File: src/rtl/uart_pkg.sv
// Shared UART definitions: receiver/transmitter state encoding and default bit timing.
package uart_pkg;

  localparam int unsigned CLKS_PER_BIT_DEF = 104;

  typedef enum logic [2:0] {
    ST_IDLE    = 3'd0,
    ST_START   = 3'd1,
    ST_DATA    = 3'd2,
    ST_STOP    = 3'd3,
    ST_RECOVER = 3'd4
  } uart_state_e;

endpackage

File: src/rtl/sync_2ff.sv
// Two-flop synchronizer for a single asynchronous bit, with parameterised reset value.
module sync_2ff #(
  parameter logic RST_VAL = 1'b1
) (
  input  logic clk,
  input  logic rstn,
  input  logic d,
  output logic q
);

  logic meta;

  always_ff @(posedge clk or negedge rstn) begin
    if (!rstn) begin
      meta <= RST_VAL;
      q    <= RST_VAL;
    end else begin
      meta <= d;
      q    <= meta;
    end
  end

endmodule

File: src/rtl/uart_rx.sv
// 8N1 UART receiver: centre-sampled, LSB first, with framing-error detection and break recovery.
module uart_rx
  import uart_pkg::*;
#(
  parameter int unsigned CLKS_PER_BIT = CLKS_PER_BIT_DEF
) (
  input  logic       clk,
  input  logic       rstn,
  input  logic       enable,
  input  logic       rx,
  output logic [7:0] data,
  output logic       valid,
  output logic       frame_err,
  output logic       busy
);

  localparam int unsigned CNT_W = $clog2(CLKS_PER_BIT);
  localparam logic [CNT_W-1:0] CNT_HALF = CNT_W'(CLKS_PER_BIT / 2 - 1);
  localparam logic [CNT_W-1:0] CNT_LAST = CNT_W'(CLKS_PER_BIT - 1);

  if (CLKS_PER_BIT < 4) begin : g_bad_clks_per_bit
    $error("uart_rx: CLKS_PER_BIT must be at least 4");
  end

  logic             rx_s;
  uart_state_e      state_q, state_d;
  logic [CNT_W-1:0] cnt_q, cnt_d;
  logic [2:0]       idx_q, idx_d;
  logic [7:0]       shreg_q, shreg_d;
  logic [7:0]       data_d;
  logic             valid_d, ferr_d;

  sync_2ff #(.RST_VAL(1'b1)) u_sync (
    .clk  (clk),
    .rstn (rstn),
    .d    (rx),
    .q    (rx_s)
  );

  always_ff @(posedge clk or negedge rstn) begin
    if (!rstn) begin
      state_q   <= ST_IDLE;
      cnt_q     <= '0;
      idx_q     <= '0;
      shreg_q   <= '0;
      data      <= '0;
      valid     <= 1'b0;
      frame_err <= 1'b0;
      busy      <= 1'b0;
    end else begin
      state_q   <= state_d;
      cnt_q     <= cnt_d;
      idx_q     <= idx_d;
      shreg_q   <= shreg_d;
      data      <= data_d;
      valid     <= valid_d;
      frame_err <= ferr_d;
      busy      <= (state_d != ST_IDLE);
    end
  end

  // Next-state: counters stop at their sample point, so cnt never passes CNT_LAST.
  always_comb begin
    state_d = state_q;
    cnt_d   = cnt_q;
    idx_d   = idx_q;
    shreg_d = shreg_q;
    data_d  = data;
    valid_d = 1'b0;
    ferr_d  = 1'b0;

    if (!enable) begin
      state_d = ST_IDLE;
      cnt_d   = '0;
      idx_d   = '0;
    end else begin
      case (state_q)
        ST_IDLE: begin
          if (!rx_s) begin
            state_d = ST_START;
            cnt_d   = '0;
          end
        end
        ST_START: begin
          if (cnt_q == CNT_HALF) begin
            cnt_d   = '0;
            idx_d   = '0;
            state_d = rx_s ? ST_IDLE : ST_DATA;
          end else begin
            cnt_d = cnt_q + CNT_W'(1);
          end
        end
        ST_DATA: begin
          if (cnt_q == CNT_LAST) begin
            shreg_d[idx_q] = rx_s;
            cnt_d          = '0;
            idx_d          = idx_q + 3'd1;
            if (idx_q == 3'd7) state_d = ST_STOP;
          end else begin
            cnt_d = cnt_q + CNT_W'(1);
          end
        end
        ST_STOP: begin
          if (cnt_q == CNT_LAST) begin
            cnt_d = '0;
            if (rx_s) begin
              data_d  = shreg_q;
              valid_d = 1'b1;
              state_d = ST_IDLE;
            end else begin
              ferr_d  = 1'b1;
              state_d = ST_RECOVER;
            end
          end else begin
            cnt_d = cnt_q + CNT_W'(1);
          end
        end
        ST_RECOVER: begin
          if (rx_s) state_d = ST_IDLE;
        end
        default: begin
          state_d = ST_IDLE;
          cnt_d   = '0;
          idx_d   = '0;
        end
      endcase
    end
  end

endmodule

File: config.mk
export PLATFORM = sky130hd
export DESIGN_NAME = uart_rx
export DESIGN_NICKNAME = d
export VERILOG_FILES = /design/src/rtl/uart_pkg.sv /design/src/rtl/sync_2ff.sv /design/src/rtl/uart_rx.sv
export SDC_FILE = /design/constraint.sdc
export NUM_CORES = 1
export LEC_CHECK = 0
export ABC_AREA = 1
export BUFFER_PORTS_ARGS = -buffer_cell sky130_fd_sc_hd__buf_4
export CAP_MARGIN = 20
export CORE_ASPECT_RATIO = 1.2
export CORE_MARGIN = 8
export CORE_UTILIZATION = 55
export CTS_CLUSTER_SIZE = 10
export DETAILED_ROUTE_END_ITERATION = 10
export GPL_ROUTABILITY_DRIVEN = 0
export PLACE_DENSITY = 0.74
export REMOVE_ABC_BUFFERS = 1
export SYNTH_ARGS = -nofsm -noshare
export SYNTH_HDL_FRONTEND = slang
export SYNTH_HIERARCHICAL = 1
export SYNTH_SLANG_ARGS = --single-unit
File: constraint.sdc
create_clock -name clk -period 1.87 [get_ports clk]
set_input_delay 0.187 -clock clk [delete_from_list [all_inputs] [get_ports clk]]
set_output_delay 0.187 -clock clk [all_outputs]
set_load 0.02 [all_outputs]
==> metrics.cfg, run 1 <==
[timing]
worstMarginPinSlew_ns=0.4085
fin_crit_ns=1.685
skew_ns=0.01265
hold_viol=0
rsz0062_at_grt=no
period_share=0.9009
setup_tns_ns=0
fmax_mhz=593.6
setup_viol=0
relSlewSlack=0.7276
finalMaxSlewViolations=0
hold_ws_ns=0.1871

[power]
p_leak_nw=0.9931
p_int_uw=948.7
p_switching_uw=299.8
powerDensity_nw_per_um2=644.6
pwr-share-seq=0.600
p_clk_frac=0.337
pwr-share-comb=0.063
ir_drop_v=0.0005790
p_sw_frac=0.2401

[die]
rows=22
core_area_um2=3000
start_util=0.5688
num_io_pins=15
die-area_um2=5149
die_x_um=66.85
die_h_um=77.02

[finish]
diodes=0
fin_nets=243
synthToLayoutAreaGrowth_pct=13.49
final_cells=273
postLayoutCoreUtil=0.6455
final_common_cell=nand2_1
final_cell_mix=nand2_1 (78), dfrtp_1 (32), nor2_1 (22)
drive_above_1_share=0.1688

[clocking]
cts_htree_levels=2
cts_setup_buffers=0
worstSkewPairLatency_ns=0.33
hold_buffers=2
clockRootBuffer=clkbuf_4
cts_tree=yes
max-clock-path-buffers=2
clkTransAtPathRegs_ns=0.10
cts_buffers=5
post_cts_resized=0
cts_sinks=34

[setup_path]
start_kind=flop
cp_max_fo=8
critPathMaxStageDelay_ns=0.42
cp_slowest_cell=dfrtp_1
crit_path_cell_trace=ha_1 > nand2_1 > nor2_4 > nand2_4 > nor3_4 > nand2_1 > nand2_1 > o21ai_1
cpMostUsedCell=nand2_1
crit_buf_inv=0
cp_top_family=simple AND/OR/NAND/NOR gates
rr_worst_depth=8
critPathKind=reg -> reg
cp.depth=8
cp.required_ns=2.08
critPathArrivalTime_ns=1.90
crit_path_end_kind=flop

[grt]
antenna_found_initial=0
grt_pass1_vias=1412
grt_overflow=0
grt_start_max_net_pins=35
gr-usage-all-layers=0.1445
grt_pass1_wl_um=5961

[yosys]
synthDistinctLibCells=24
syn-mean-instance-area_um2=7.975
yosysWarnings=6
synth-seq-cells=34
yosysSeqAreaShare=0.5000
synthCells=214
syn_area_um2=1707

[drt]
drt_iter0_drc=99
first_pass_iters=5
postRouteAntennaNets=0
drcViolationCount=0
wl_per_cell_um=12.04
vias=1415
routed_wl_um=3288
viasPerCell=5.183

[worst_hold_path]
min_path_cells=3
min_path_type=in -> reg

[run]
maxCapViolCount=0

[status]
status=complete, no violations

[place]
dpl.cell_count=263
io_buffers=14
dp_hpwl_um=2509

worst paths after layout:
check                       startpoint          end  slack, ns
max in group asynchronous         rstn  u_sync/meta       1.22
hold reg to reg            u_sync/meta     u_sync/q       0.36
hold / removal                  enable   state_q[0]       0.19
setup reg to reg              cnt_q[0]   shreg_q[7]       0.19
min in group asynchronous         rstn      data[4]       0.32
setup / recovery              cnt_q[0]   shreg_q[7]       0.19
layout make-up:
type	count	area (µm²)
Tap cell	36	45.04
Timing Repair Buffer	18	140.1
Sequential cell	34	853.3
Fill cell	262	1064
Inverter	20	75.07
Clock buffer	7	55.05
Multi-Input combinational cell	157	763.2
Clock inverter	1	5.005
state kept, by name, summed over array words and instances, names as in the netlist, 3 cells and up:
| signal | count |
|---|---|
| state_q | 3 |
| data | 8 |
| idx_q | 3 |
| shreg_q | 8 |
| cnt_q | 7 |
synthesized netlist by cell type, drive strengths merged:
master	count	area, µm²
nor3	2	26.28
o21ai	14	70.06
xor2	1	8.760
dfrtp	32	800.8
nor2	26	126.4
a31oi	1	6.260
nand3	17	97.60
inv	20	75.07
nand2	82	322.8
nand3b	2	15.01
dfstp	2	52.55
a21oi	8	40.04
ha	3	37.54
nand4	1	12.51
buf	3	15.01
per-layer routing:
| metal | GRT usage | vias up | part of all wire |
|---|---|---|---|
| li1 | - | 723 | - |
| met4 | 0.03983 | 0 | 0.012 |
| met2 | 0.2570 | 39 | 0.53 |
| met3 | 0.04506 | 5 | 0.059 |
| met5 | 0 | - | 0 |
| met1 | 0.1568 | 648 | 0.40 |
cells by family after synthesis:
logic type | count (synthesis) | synth area share
AOI/OAI and AO/OA | 23 | 0.06818
DFF | 34 | 0.5000
adders and majority gates | 3 | 0.02200
xor gates and xnor gates | 1 | 0.005133
and+or+nand+nor | 130 | 0.3519
buffers and inverters | 23 | 0.05278
worst reg2reg max path: stages, from the launching register on:
cell and delay [ns]:
dfrtp_1 0.42, ha_1 0.23, nand2_1 0.14, nor2_4 0.14, nand2_4 0.09, nor3_4 0.25
nand2_1 0.15, nand2_1 0.09, o21ai_1 0.06
power groups by stage:
stage / sequential [mW] / clock, mW / combinational (mW)
finish: 0.749 / 0.421 / 0.0788
global route: 0.750 / 0.478 / 0.0900
CTS: 0.749 / 0.434 / 0.0801
detailed placement: 0.763 / 0 / 0.0764
global placement: 0.763 / 0 / 0.0754
floorplan: 0.765 / 0 / 0.0358
through the flow:
step | setup WS [ns] | power [mW] | instance area (µm²)
after CTS | 0.1845 | 1.262 | 1937
after floorplan | 0.3205 | 0.8003 | 1692
final | 0.1852 | 1.249 | 1937
after global routing | 0.03534 | 1.318 | 1937
after global placement | 0.3047 | 0.8384 | 1857
after detailed placement | 0.2469 | 0.8392 | 1857
Power figures use the tool's default switching activity.
==> run 2, diff against run 1 <==
ABC_AREA = default   (was 1)
PLACE_DENSITY = 0.75   (was 0.74)
==> metrics.cfg, run 2 <==
[timing]
hold_viol=0  ; unchanged
fin_crit_ns=1.847  ; +0.1619 ns
setup_tns_ns=0  ; unchanged
rsz0062_at_grt=yes
fmax_mhz=541.5  ; -8.8%
period_share=0.9875  ; +0.08656
skew_ns=0.009546  ; -0.003102 ns
finalMaxSlewViolations=0  ; unchanged
worstMarginPinSlew_ns=0.4496  ; +0.04105 ns
setup_viol=0  ; unchanged
relSlewSlack=0.6980  ; -0.02968

[clocking]
cts_tree=yes
clockRootBuffer=clkbuf_4
worstSkewPairLatency_ns=0.33  ; about the same
max-clock-path-buffers=2  ; unchanged
clkTransAtPathRegs_ns=0.10  ; about the same
cts_sinks=34  ; unchanged
cts_htree_levels=2  ; unchanged
cts_buffers=5  ; unchanged

[setup_path]
cp.required_ns=2.09  ; about the same
critPathKind=reg -> reg
critPathArrivalTime_ns=2.07  ; +0.17 ns
crit_path_end_kind=flop
cp_max_fo=3  ; -5
start_kind=flop

[finish]
final_common_cell=buf_4
final_cell_mix=buf_4 (32), dfrtp_1 (31), mux2_2 (15)
fin_nets=185  ; -24%
diodes=0  ; unchanged
synthToLayoutAreaGrowth_pct=25.31
drive_above_1_share=0.4101  ; +0.2413
top_regs=data: 8 flops, shreg_q: 8 flops, cnt_q: 7 flops

[yosys]
synth_top_cell_by_area=dfrtp_1
yosysSeqAreaShare=0.5262  ; +0.02623
postSynth.asyncResetShare=1.000  ; unchanged
syn_area_um2=1622  ; -5.0%
synth_edf_count=0  ; unchanged
synth_most_common_cell=dfrtp_1
synthCells=144  ; -33%
ys.flop_type=dfrtp_1
synthDistinctLibCells=35  ; +46%
yosys.area.top_type_share=0.4938  ; +0.02462
ys_top_cells_by_area=dfrtp_1 (49%), mux2_2 (10%), dfstp_2 (3.2%)
synthTopCellsByCount=dfrtp_1 (32), mux2_2 (15), nand2_1 (13)
yosysWarnings=6  ; unchanged
synth-seq-cells=34  ; unchanged
syn-mean-instance-area_um2=11.26  ; +41%

[die]
core_area_um2=2811  ; -6.3%
die_h_um=75.48  ; -2.0%
rows=21  ; -4.5%
die-area_um2=4949  ; -3.9%
start_util=0.5768  ; +0.007962
die_x_um=65.57  ; -1.9%
num_io_pins=15  ; unchanged

[power]
p_leak_nw=1.004  ; +1.1%
p_switching_uw=291.0  ; -2.9%
ir_drop_v=0.0007281  ; +26%
p_int_mw=1.091  ; +15%
power_mw=1.382  ; +11%
powerDensity_nw_per_um2=680.3  ; +5.5%
p_clk_frac=0.391  ; +0.054
pwr-share-seq=0.541  ; -0.059
pwr-share-comb=0.067  ; +0.004
p_sw_frac=0.2105  ; -0.02959

[drt]
viasPerCell=5.769  ; +11%
vias=1223  ; -14%
routed_wl_um=3361  ; +2.2%
wl_per_cell_um=15.85  ; +32%
drcViolationCount=0  ; unchanged
postRouteAntennaNets=0  ; unchanged
first_pass_iters=4  ; -1
drt_iter0_drc=32  ; -68%

[grt]
antenna_found_initial=0  ; unchanged
gr-usage-all-layers=0.1530  ; +0.008456
grt_pass1_vias=1293  ; -8.4%
grt_overflow=0  ; unchanged
grt_start_max_net_pins=35  ; unchanged
grt_pass1_wl_um=5892  ; -1.2%

[place]
dp_hpwl_um=2377  ; -5.3%
io_buffers=14  ; unchanged

[status]
status=complete, no violations

[run]
maxCapViolCount=0  ; unchanged

[worst_hold_path]
min_path_type=in -> reg

[run 2: cell types whose count changed in the layout (fill, tap and decap cells not counted), moves of 5 or more]
cell,delta
a21oi_1,-7
nand3_1,-14
nor3_1,+5
inv_1,-13
nor2_1,-17
o21ai_1,-9
mux2_2,+15
buf_4,+16
nand2_1,-65
[run 2: final timing paths]
kind                        startpoint       end  slack [ns]  cells after the start
max                           cnt_q[0]      busy        0.02                      6
min                             enable      busy        0.15                      2
max reg2reg                   cnt_q[0]      busy        0.02                      6
min reg2reg                u_sync/meta  u_sync/q        0.36                      0
max in group asynchronous         rstn  u_sync/q        1.21                      2
min in group asynchronous         rstn  cnt_q[2]        0.32                      2
[run 2: critical path, stage by stage (launching register included)]
cell and delay (ns):
dfrtp_1 0.38, ha_2 0.19, nand2b_1 0.09, or4_4 0.51, a21oi_4 0.19, a221oi_2 0.11
a311o_1 0.28
[run 2: final cells by class]
class / count / area (µm²)
clock buffer: 6 / 51.30
tap: 34 / 42.54
fill: 188 / 779.5
clock inverter: 1 / 30.03
inverter: 4 / 15.01
sequential: 34 / 854.6
multi-input combinational: 99 / 778.2
timing repair buffer: 34 / 260.3
[run 2: power by group through the flow]
| stage | logic (mW) | clock network (mW) | registers, mW |
|---|---|---|---|
| finish | 0.0933 | 0.541 | 0.748 |
| global route | 0.104 | 0.592 | 0.749 |
| CTS | 0.0907 | 0.558 | 0.748 |
| detailed placement | 0.0803 | 0 | 0.762 |
| global placement | 0.0769 | 0 | 0.762 |
| floorplan | 0.0285 | 0 | 0.769 |
[run 2: cells by family after synthesis]
logic type | count (synthesis) | synth area share
flops | 34 | 0.5262
compound gates | 23 | 0.09568
buf+inv | 11 | 0.02623
fa+ha+maj | 3 | 0.02315
simple gates | 54 | 0.1998
mux | 19 | 0.1289
[run 2: through the flow]
stage                     instances  area, µm²  setup WS [ns]    util  hold slack, ns
final                           212       2032        0.02338  0.7227          0.1509
after detailed placement        201       1862       -0.06179  0.6622          0.1573
after CTS                       211       1994      0.0008205  0.7094          0.1318
after floorplan                 137       1594        0.01150       -         -0.1086
after global placement          201       1862        0.03684  0.6622          0.1512
after global routing            212       2032       -0.05778  0.7227          0.1539
[run 2: timing repair]
action                     CTS  global route
setup endpoints to repair    2            14
hold endpoints to repair    33             0
hold buffers                 2             0
buffers inserted             1             1
pin swaps                    1             3
resized for setup            5             8
[run 2: routing by layer]
metal  vias up  global-route usage  wire (µm)
met5         -                   0          0
met4         0             0.06068         83
met3        10             0.04706        122
met2        22              0.2727       1769
met1       598              0.1659       1386
li1        593                   -          -
